## src/rtl/ploc_sensor_gen_if.sv

```systemverilog
// Command channel of the parking-lot sensor generator: one passage request
// (type + per-phase dwell) per valid/ready handshake.
interface ploc_sensor_gen_if #(
  parameter int DWELL_W = 8
);
  logic               cmd_valid;
  logic [1:0]         cmd_type;
  logic [DWELL_W-1:0] dwell;
  logic               cmd_ready;

  modport master (output cmd_valid, cmd_type, dwell, input cmd_ready);
  modport slave  (input cmd_valid, cmd_type, dwell, output cmd_ready);
endinterface

```

## src/rtl/ploc_sensor_gen.sv

```systemverilog
// Two-beam (a, b) car-passage stimulus generator: plays one enter/exit/balk
// sequence per accepted command and pulses done with the detector's inc_dec code.
module ploc_sensor_gen #(
  parameter int DWELL_W = 8,
  parameter int CNT_W   = 8
) (
  input  logic             clk,
  input  logic             reset,
  ploc_sensor_gen_if.slave cmd,
  output logic             a,
  output logic             b,
  output logic             busy,
  output logic             done,
  output logic [1:0]       expected,
  output logic [CNT_W-1:0] enter_cnt,
  output logic [CNT_W-1:0] exit_cnt
);

  typedef enum logic [2:0] {IDLE, PH1, PH2, PH3, GAP} state_t;

  state_t             state_reg, state_next;
  logic [DWELL_W-1:0] cnt_reg, cnt_next;
  logic [DWELL_W-1:0] d_reg, d_next;
  logic [1:0]         type_reg, type_next;
  logic [1:0]         ab_reg, ab_next;
  logic               done_reg, done_next;
  logic [1:0]         expected_reg, expected_next;
  logic [CNT_W-1:0]   enter_cnt_reg, enter_cnt_next;
  logic [CNT_W-1:0]   exit_cnt_reg, exit_cnt_next;

  // Beam pattern {a,b} for a phase; PH3 of a full passage is PH1 mirrored,
  // while a balk returns to the PH1 pattern (type[1] marks a balk).
  function automatic logic [1:0] phase_ab(input state_t st, input logic [1:0] t);
    logic [1:0] first;
    first = t[0] ? 2'b01 : 2'b10;
    case (st)
      PH1:     return first;
      PH2:     return 2'b11;
      PH3:     return t[1] ? first : {first[0], first[1]};
      default: return 2'b00;
    endcase
  endfunction

  function automatic logic [1:0] inc_dec_code(input logic [1:0] t);
    case (t)
      2'b00:   return 2'b10;
      2'b01:   return 2'b01;
      default: return 2'b00;
    endcase
  endfunction

  always_comb begin
    state_next     = state_reg;
    cnt_next       = cnt_reg;
    d_next         = d_reg;
    type_next      = type_reg;
    done_next      = 1'b0;
    expected_next  = expected_reg;
    enter_cnt_next = enter_cnt_reg;
    exit_cnt_next  = exit_cnt_reg;
    case (state_reg)
      IDLE: begin
        if (cmd.cmd_valid) begin
          state_next = PH1;
          type_next  = cmd.cmd_type;
          // The counter runs D-1 .. 0, so a dwell of 0 behaves as 1 and 2^W-1 cannot overflow.
          d_next     = (cmd.dwell == '0) ? DWELL_W'(1) : cmd.dwell;
          cnt_next   = (cmd.dwell == '0) ? '0 : cmd.dwell - 1'b1;
        end
      end
      default: begin
        if (cnt_reg == '0) begin
          cnt_next = d_reg - 1'b1;
          case (state_reg)
            PH1:     state_next = PH2;
            PH2:     state_next = PH3;
            PH3:     state_next = GAP;
            default: begin
              state_next    = IDLE;
              done_next     = 1'b1;
              expected_next = inc_dec_code(type_reg);
              if (type_reg == 2'b00) enter_cnt_next = enter_cnt_reg + 1'b1;
              if (type_reg == 2'b01) exit_cnt_next  = exit_cnt_reg + 1'b1;
            end
          endcase
        end else begin
          cnt_next = cnt_reg - 1'b1;
        end
      end
    endcase
    ab_next = phase_ab(state_next, type_next);
  end

  always_ff @(posedge clk or negedge reset) begin
    if (!reset) begin
      state_reg     <= IDLE;
      cnt_reg       <= '0;
      d_reg         <= DWELL_W'(1);
      type_reg      <= 2'b00;
      ab_reg        <= 2'b00;
      done_reg      <= 1'b0;
      expected_reg  <= 2'b00;
      enter_cnt_reg <= '0;
      exit_cnt_reg  <= '0;
    end else begin
      state_reg     <= state_next;
      cnt_reg       <= cnt_next;
      d_reg         <= d_next;
      type_reg      <= type_next;
      ab_reg        <= ab_next;
      done_reg      <= done_next;
      expected_reg  <= expected_next;
      enter_cnt_reg <= enter_cnt_next;
      exit_cnt_reg  <= exit_cnt_next;
    end
  end

  assign cmd.cmd_ready = (state_reg == IDLE);
  assign busy          = (state_reg != IDLE);
  assign a             = ab_reg[1];
  assign b             = ab_reg[0];
  assign done          = done_reg;
  assign expected      = expected_reg;
  assign enter_cnt     = enter_cnt_reg;
  assign exit_cnt      = exit_cnt_reg;

endmodule

```

## src/flat_wrapper.sv

```systemverilog
// flat-port wrapper written by rule: the top's interface ports become plain ports
module ploc_sensor_gen_flat 
#(
  parameter int DWELL_W = 8,
  parameter int CNT_W   = 8
)
  (clk, reset, a, b, busy, done, expected, enter_cnt, exit_cnt, cmd_cmd_valid, cmd_cmd_type, cmd_dwell, cmd_cmd_ready);
  ploc_sensor_gen_if #(.DWELL_W(DWELL_W)) cmd_i ();
  input  logic clk;
  input  logic reset;
  output logic a;
  output logic b;
  output logic busy;
  output logic done;
  output logic [1:0] expected;
  output logic [CNT_W-1:0] enter_cnt;
  output logic [CNT_W-1:0] exit_cnt;
  input wire logic [$bits(cmd_i.cmd_valid)-1:0] cmd_cmd_valid;
  input wire logic [$bits(cmd_i.cmd_type)-1:0] cmd_cmd_type;
  input wire logic [$bits(cmd_i.dwell)-1:0] cmd_dwell;
  output wire logic [$bits(cmd_i.cmd_ready)-1:0] cmd_cmd_ready;
  assign cmd_i.cmd_valid = cmd_cmd_valid;
  assign cmd_i.cmd_type = cmd_cmd_type;
  assign cmd_i.dwell = cmd_dwell;
  assign cmd_cmd_ready = cmd_i.cmd_ready;
  ploc_sensor_gen #(.DWELL_W(DWELL_W), .CNT_W(CNT_W)) u_core (.clk(clk), .reset(reset), .cmd(cmd_i), .a(a), .b(b), .busy(busy), .done(done), .expected(expected), .enter_cnt(enter_cnt), .exit_cnt(exit_cnt));
endmodule
```

## config.mk

```make
export PLATFORM = sky130hd
export DESIGN_NAME = ploc_sensor_gen_flat
export DESIGN_NICKNAME = d
export VERILOG_FILES = /design/src/rtl/ploc_sensor_gen_if.sv /design/src/rtl/ploc_sensor_gen.sv /design/src/flat_wrapper.sv
export SDC_FILE = /design/constraint.sdc
export NUM_CORES = 1
export LEC_CHECK = 0
export ABC_AREA = 1
export CAP_MARGIN = 20
export CELL_PAD_IN_SITES_DETAIL_PLACEMENT = 0
export CELL_PAD_IN_SITES_GLOBAL_PLACEMENT = 1
export CORE_ASPECT_RATIO = 0.6
export CORE_UTILIZATION = 43
export DETAILED_ROUTE_END_ITERATION = 12
export PLACE_DENSITY_LB_ADDON = 0.05
export SYNTH_ARGS = -nofsm -noshare
export SYNTH_HDL_FRONTEND = slang
export SYNTH_SLANG_ARGS = --single-unit
```

## constraint.sdc

```tcl
create_clock -name clk -period 5 [get_ports clk]
set_input_delay 0.5 -clock clk [delete_from_list [all_inputs] [get_ports clk]]
set_output_delay 0.5 -clock clk [all_outputs]
set_load 0.005 [all_outputs]
```

# Word level (Yosys, flattened, before mapping)
# Index checks and enable logic that the tools add are counted.
# word_totals
reg_bits	42
inputBits	13
out_inout_bits	23
wordCells	52
# classes
n_mux	18
n_eq_ne	8
n_reduce_logical	10
bitwise	2
addsub	5
# ops
op	n
8-bit two-way mux	5
8-bit by 1-bit subtractor with 8-bit output, second input constant	3
8-bit by 1-bit adder with 8-bit output, second input constant	2
8-bit zero test	2
3-bit by 2-bit equality test with 1-bit output, second input constant	4
3-bit two-way mux	3
3-bit one-hot mux with 3 select lines	1
2-bit two-way mux	4
4-bit AND reduction	2
3-bit by 1-bit equality test with 1-bit output, second input constant	2
2-bit one-hot mux with 3 select lines	1
2-bit one-hot mux with 2 select lines	1
3-bit zero test	1
1-bit two-way mux	3
3-bit AND reduction	1
3-bit nonzero test	1
3-bit OR reduction	1
2-bit by 1-bit equality test with 1-bit output, second input constant	1
2-bit zero test	1
2-bit != test, second input constant	1
1-bit NOT	2
2-bit AND reduction	1

# Depth between registers and ports, before layout
# logic_depth
depth_word	6
mapped_depth	12
mapped_depth_nobuf	11

# Worst setup path before layout
# OpenSTA, ideal clock, no wires.
# synth_timing
path_type	register -> register
startpoint	register u_core.cnt_reg[5]
endpoint	register u_core.cnt_reg[6]
t_arrival_ps	1589
path_buffers	1
synth_period_minus_slack_ps	1666
required_time_ps	4923
stages_incl_launch_ff	13
setup_time_ps	77
path_slack_ps	3334
cell_sequence	dfrtp_1 nor2_1 nand2_1 nor2_4 buf_6 a21oi_1 ha_1 inv_1 nor2_1 nand3_1 nand2_1 nand3_1 a21oi_1
# synth_via
elab_chain_cells	3
elab_cells_between_ends	4
cone_classes	add/sub (1); mux (2); reduce/logical (1)
# synth_lines
item	line	source
start, declared	ploc_sensor_gen.sv:22	logic [DWELL_W-1:0] cnt_reg, cnt_next;
start signal, assigned	ploc_sensor_gen.sv:107	cnt_reg <= cnt_next;
8-bit by 1-bit subtractor with 8-bit output / 8-bit zero test (equally long branches)	ploc_sensor_gen.sv:87, ploc_sensor_gen.sv:72	
8-bit two-way mux *	ploc_sensor_gen.sv:72	if (cnt_reg == '0) begin
8-bit two-way mux *	ploc_sensor_gen.sv:61	case (state_reg)
# Every way passes the cells marked *; elsewhere a longest branch is shown, timed or not.
# A chain may end at the register's enable or synchronous reset.

# Worst setup path in the final report
# layout_timing
startpoint	register u_core.state_reg[2]
endpoint	output busy
# layout_via
elab_chain_cells	1
# layout_lines
item	line	source
start, declared	ploc_sensor_gen.sv:21	state_t state_reg, state_next;
start signal, assigned	ploc_sensor_gen.sv:106	state_reg <= state_next;
3-bit nonzero test	ploc_sensor_gen.sv:119	assign busy = (state_reg != IDLE);
end, declared	flat_wrapper.sv:13	output logic busy;
# No other way between the ends.

==> impl.org <==
** Worst setup path
- STA classifies the critical path endpoint as an output pin.
- Required arrival time at the worst endpoint :: 4.50 ns
- Maximum cell stage delay along the critical path :: 0.49 ns
- Critical register-to-register path startpoint :: u_core.cnt_reg[7]
- The number of cells on the worst reg-to-reg path is 9.
- Setup slack of the most critical reg-to-reg path :: 2.99 ns
- CP Cell Sequence :: nor3_4 -> inv_2 -> clkdlybuf4s50_1
- Worst path top cell family by delay :: buffers and inverters
- Slowest cell on the critical path :: clkdlybuf4s50_1
- The worst setup path is of the register to output pin kind.
- The critical path contains buffers and inverters numbering 2 combined.
- Worst Path Arrival :: roughly 1.9 ns
- The endpoint identified for the worst register-to-register timing path is u_core.cnt_reg[2].
- The worst setup path is launched from a register.
- In this run the worst path has a maximum fanout of 10.

** Timing
- For this run, the top clock speed supported by timing is 0.4193 GHz.
- Final count of hold timing violations :: 0
- Clock skew after layout :: 0.007236 ns
- RSZ-0062 raised after global routing :: no
- Slew @ Worst Pin :: 0.9196 ns
- In this run the tightest slew margin relative to its limit is 0.3869.
- Total negative setup slack :: 0 ns
- Final slew viol count :: 0
- Dividing the final minimum period by the clock period gives 0.4769.
- Subtracting the final worst setup slack from the clock period gives 2.385 ns.
- Setup violations remaining at the end of the flow were counted as 0.

** Synth
- Area fraction of the dominant cell type after synthesis :: 0.4751
- Of the total synthesized cell area, the portion taken by XOR and XNOR cells is 0.07300.
- Counting flops with an async set or reset pin after synthesis yields a share of 1.000.
- Total standard cell area after synthesis :: 0.002160 sq mm
- The synthesized netlist contains 36 unique library cells.
- Largest family of logic cells by synthesized area :: simple AND/OR/NAND/NOR gates
- Sorting the synthesized cells by area gives the leading types as dfrtp_1 48%, nand2_1 7.1%, inv_1 5.6%, nor2_1 4.9%, nand3_1 4.6%.
- The complex-gate fraction of the synthesized area is 0.1112.
- Syn_nets :: 265
- Fraction of the mapped netlist area in adder cells :: 0.02317
- Synthesis handed over a netlist of 248 instances.
- During synthesis, Yosys emitted a total of 0 warnings.
- Each instance of the synthesized netlist takes up on average about 8.7 sq um.
- Count of flip-flops with a built-in enable after synthesis :: 0
- FF+latch count, synth :: 42
- For this run, the register share of the synthesized area comes to 0.4873.
- The most used flip-flop cell after synthesis is dfrtp_1.
- Of the total synthesized cell area, the portion taken by AND, OR, NAND and NOR gates is 0.2265.
- Measured against the total synthesized area, the mux share comes to 0.01043.
- Largest area contributor in the netlist :: dfrtp_1

** Routing
- The detailed router finished its first iteration with 84 violations.
- After detailed routing, the number of remaining DRC violations is 0.
- Detailed-route wire length per cell :: ~13 um
- The routed design has 4732 um of wire.
- Dividing the detail-routed via count by the number of cells gives 4.915.
- Met2 WL post-DR :: 1699 um
- Total routed wire length on the met1 layer :: 2737 um
- Uppermost layer routed :: met4
- In this run the remaining antenna-violating nets after routing total 0.
- Wire segments on met3 add up to 272 um in the final route.
- The detailed router placed 1725 vias in this run.
- The first TritonRoute pass finished after 4 iterations.

** Global route
- The initial antenna violation count is 0.
- The first global-routing pass estimated 8266 um of wire.
- Total global routing overflow :: 0
- Entering global routing, the biggest net connects 43 pins.
- Global-route total usage across every layer :: 0.2094
- Vias in the first global route :: 1605

** Final layout
- Of the cells placed in the final design, the portion with a size suffix greater than 1 is 0.08333.
- For this run, the post-layout net count is 305.
- Fill cells in the final layout number 457.
- The number of antenna diodes in the final layout is 0.
- Compared with the post-synthesis result, the final layout area differs by 24.16%.
- Final design utilization :: 0.5696
- Most used cells in the layout excluding fill and tap cells :: 41 x nand2_1, 41 x dfrtp_1, 34 x clkdlybuf4s50_1

** CTS
- Worst skew pair latency :: about 0.29 ns
- Counting the buffers created by CTS gives 5.
- Htree depth :: 2
- CTS hold repair buffers :: 0
- Buffers added to address setup during post-CTS repair amount to 0.
- # resized after CTS :: 0
- The clock drives 42 sinks.
- Buffers from clock root to sink, at most :: 2
- TritonCTS clock tree :: yes
- CTS root buf :: clkbuf_8
- After clock tree synthesis, the clock-pin slew on the worst setup and hold paths is ~0.080 ns.

** Placed design
- The congestion estimate from routability-driven global placement came to 0.7880.
- Port Buf Inserts :: 35
- Post-detailed-placement half-perimeter wirelength :: between 3000 and 4000 um

** Floorplan
- The floorplan has 19 rows.
- The floorplan step set the die height to 56.90 um.
- The die covers roughly 0.0053 sq mm.
- In this run the standard cell core region covers 0.004707 sq mm.
- Ports :: 36
- From left edge to right edge, the die measures 93.49 um.
- Starting density of the core :: 0.4588

** Worst hold path
- Hold Crit Class :: input pin to async pin

** Power
- Pwr/cell area :: 418.4 mW/mm^2
- VDD sags by at most 256.9 uV.
- Summed over all cells, the static leakage comes to 1.293 nW.
- Power consumption :: 1.122 mW

** Status
- Result of the run :: finished, final reports clean

** Run
- Number of max-cap violations :: 0
-- worst register-to-register path: stages (launching register included) --
cell	delay, ns
dfrtp_1	0.41
nor2_1	0.13
nand2_1	0.10
nor2_4	0.30
a21oi_1	0.19
ha_1	0.23
inv_1	0.05
nor2_1	0.09
o21ai_0	0.23
o221ai_1	0.15
-- cell usage after synthesis (all sizes together) (2+ instances only) --
| library cell | number |
|---|---|
| o21ai | 18 |
| mux2 | 2 |
| nor3 | 3 |
| xor2 | 7 |
| ha | 4 |
| nand3 | 20 |
| o221ai | 2 |
| dfrtp | 41 |
| nand2 | 43 |
| inv | 34 |
| nor2 | 32 |
| a21oi | 16 |
| nand4 | 3 |
| xnor2 | 11 |
-- layout make-up --
class / count / area, sq um / area share
Clock buffer: 6 / 82.58 / 0.03080
Clock inverter: 1 / 30.03 / 0.01120
Inverter: 35 / 132.6 / 0.04946
Multi-Input combinational cell: 169 / 959.7 / 0.3579
Sequential cell: 42 / 1052 / 0.3924
Tap cell: 63 / 78.83 / 0.02940
Timing Repair Buffer: 35 / 345.3 / 0.1288
-- worst max-delay path by stage --
stage	startpoint	to	slack (ns)	depth (start not counted)
2_1_floorplan	u_core.cnt_reg[5]	u_core.cnt_reg[6]	3.33	12
3_3_place_gp	cmd_dwell[0]	u_core.cnt_reg[0]	2.78	11
3_5_place_dp	cmd_dwell[0]	u_core.cnt_reg[0]	2.71	11
4_1_cts	u_core.state_reg[2]	busy	2.60	3
5_1_grt	u_core.state_reg[2]	busy	2.53	3
6_report	u_core.state_reg[2]	busy	2.62	3
-- stage by stage --
stage          area [sq um]  worst slack, ns  hold slack [ns]  std cells
4_1_cts                2681            2.602           0.3794        351
3_5_place_dp           2569            2.714           0.4534        344
2_1_floorplan          2160            3.334           0.2044        248
5_1_grt                2681            2.534           0.4260        351
6_report               2681            2.615           0.3424        351
3_3_place_gp           2569            2.777           0.4563        344
-- layer usage --
layer  GRT usage  up-vias
met5           0        -
met4     0.05275        0
met3     0.05827        2
met2      0.2384       38
met1      0.3603      803
li1            -      882
-- where the power goes --
| part | leakage, nW | total, mW | switching (mW) | internal, mW |
|---|---|---|---|---|
| combinational | 0.693 | 0.376 | 0.228 | 0.149 |
| sequential | 0.542 | 0.478 | 0.0579 | 0.420 |
| clock | 0.0573 | 0.268 | 0.108 | 0.160 |
| total | 1.29 | 1.12 | 0.393 | 0.728 |
-- kinds of logic after synthesis --
logic type                 count (synthesis)
and+or+nand+nor                          103
muxes                                      2
buffers and inverters                     37
adders and majority gates                  4
AOI/OAI and AO/OA                         42
DFF                                       42
xor gates and xnor gates                  18
Note: power is estimated with default switching activity, not from simulation.
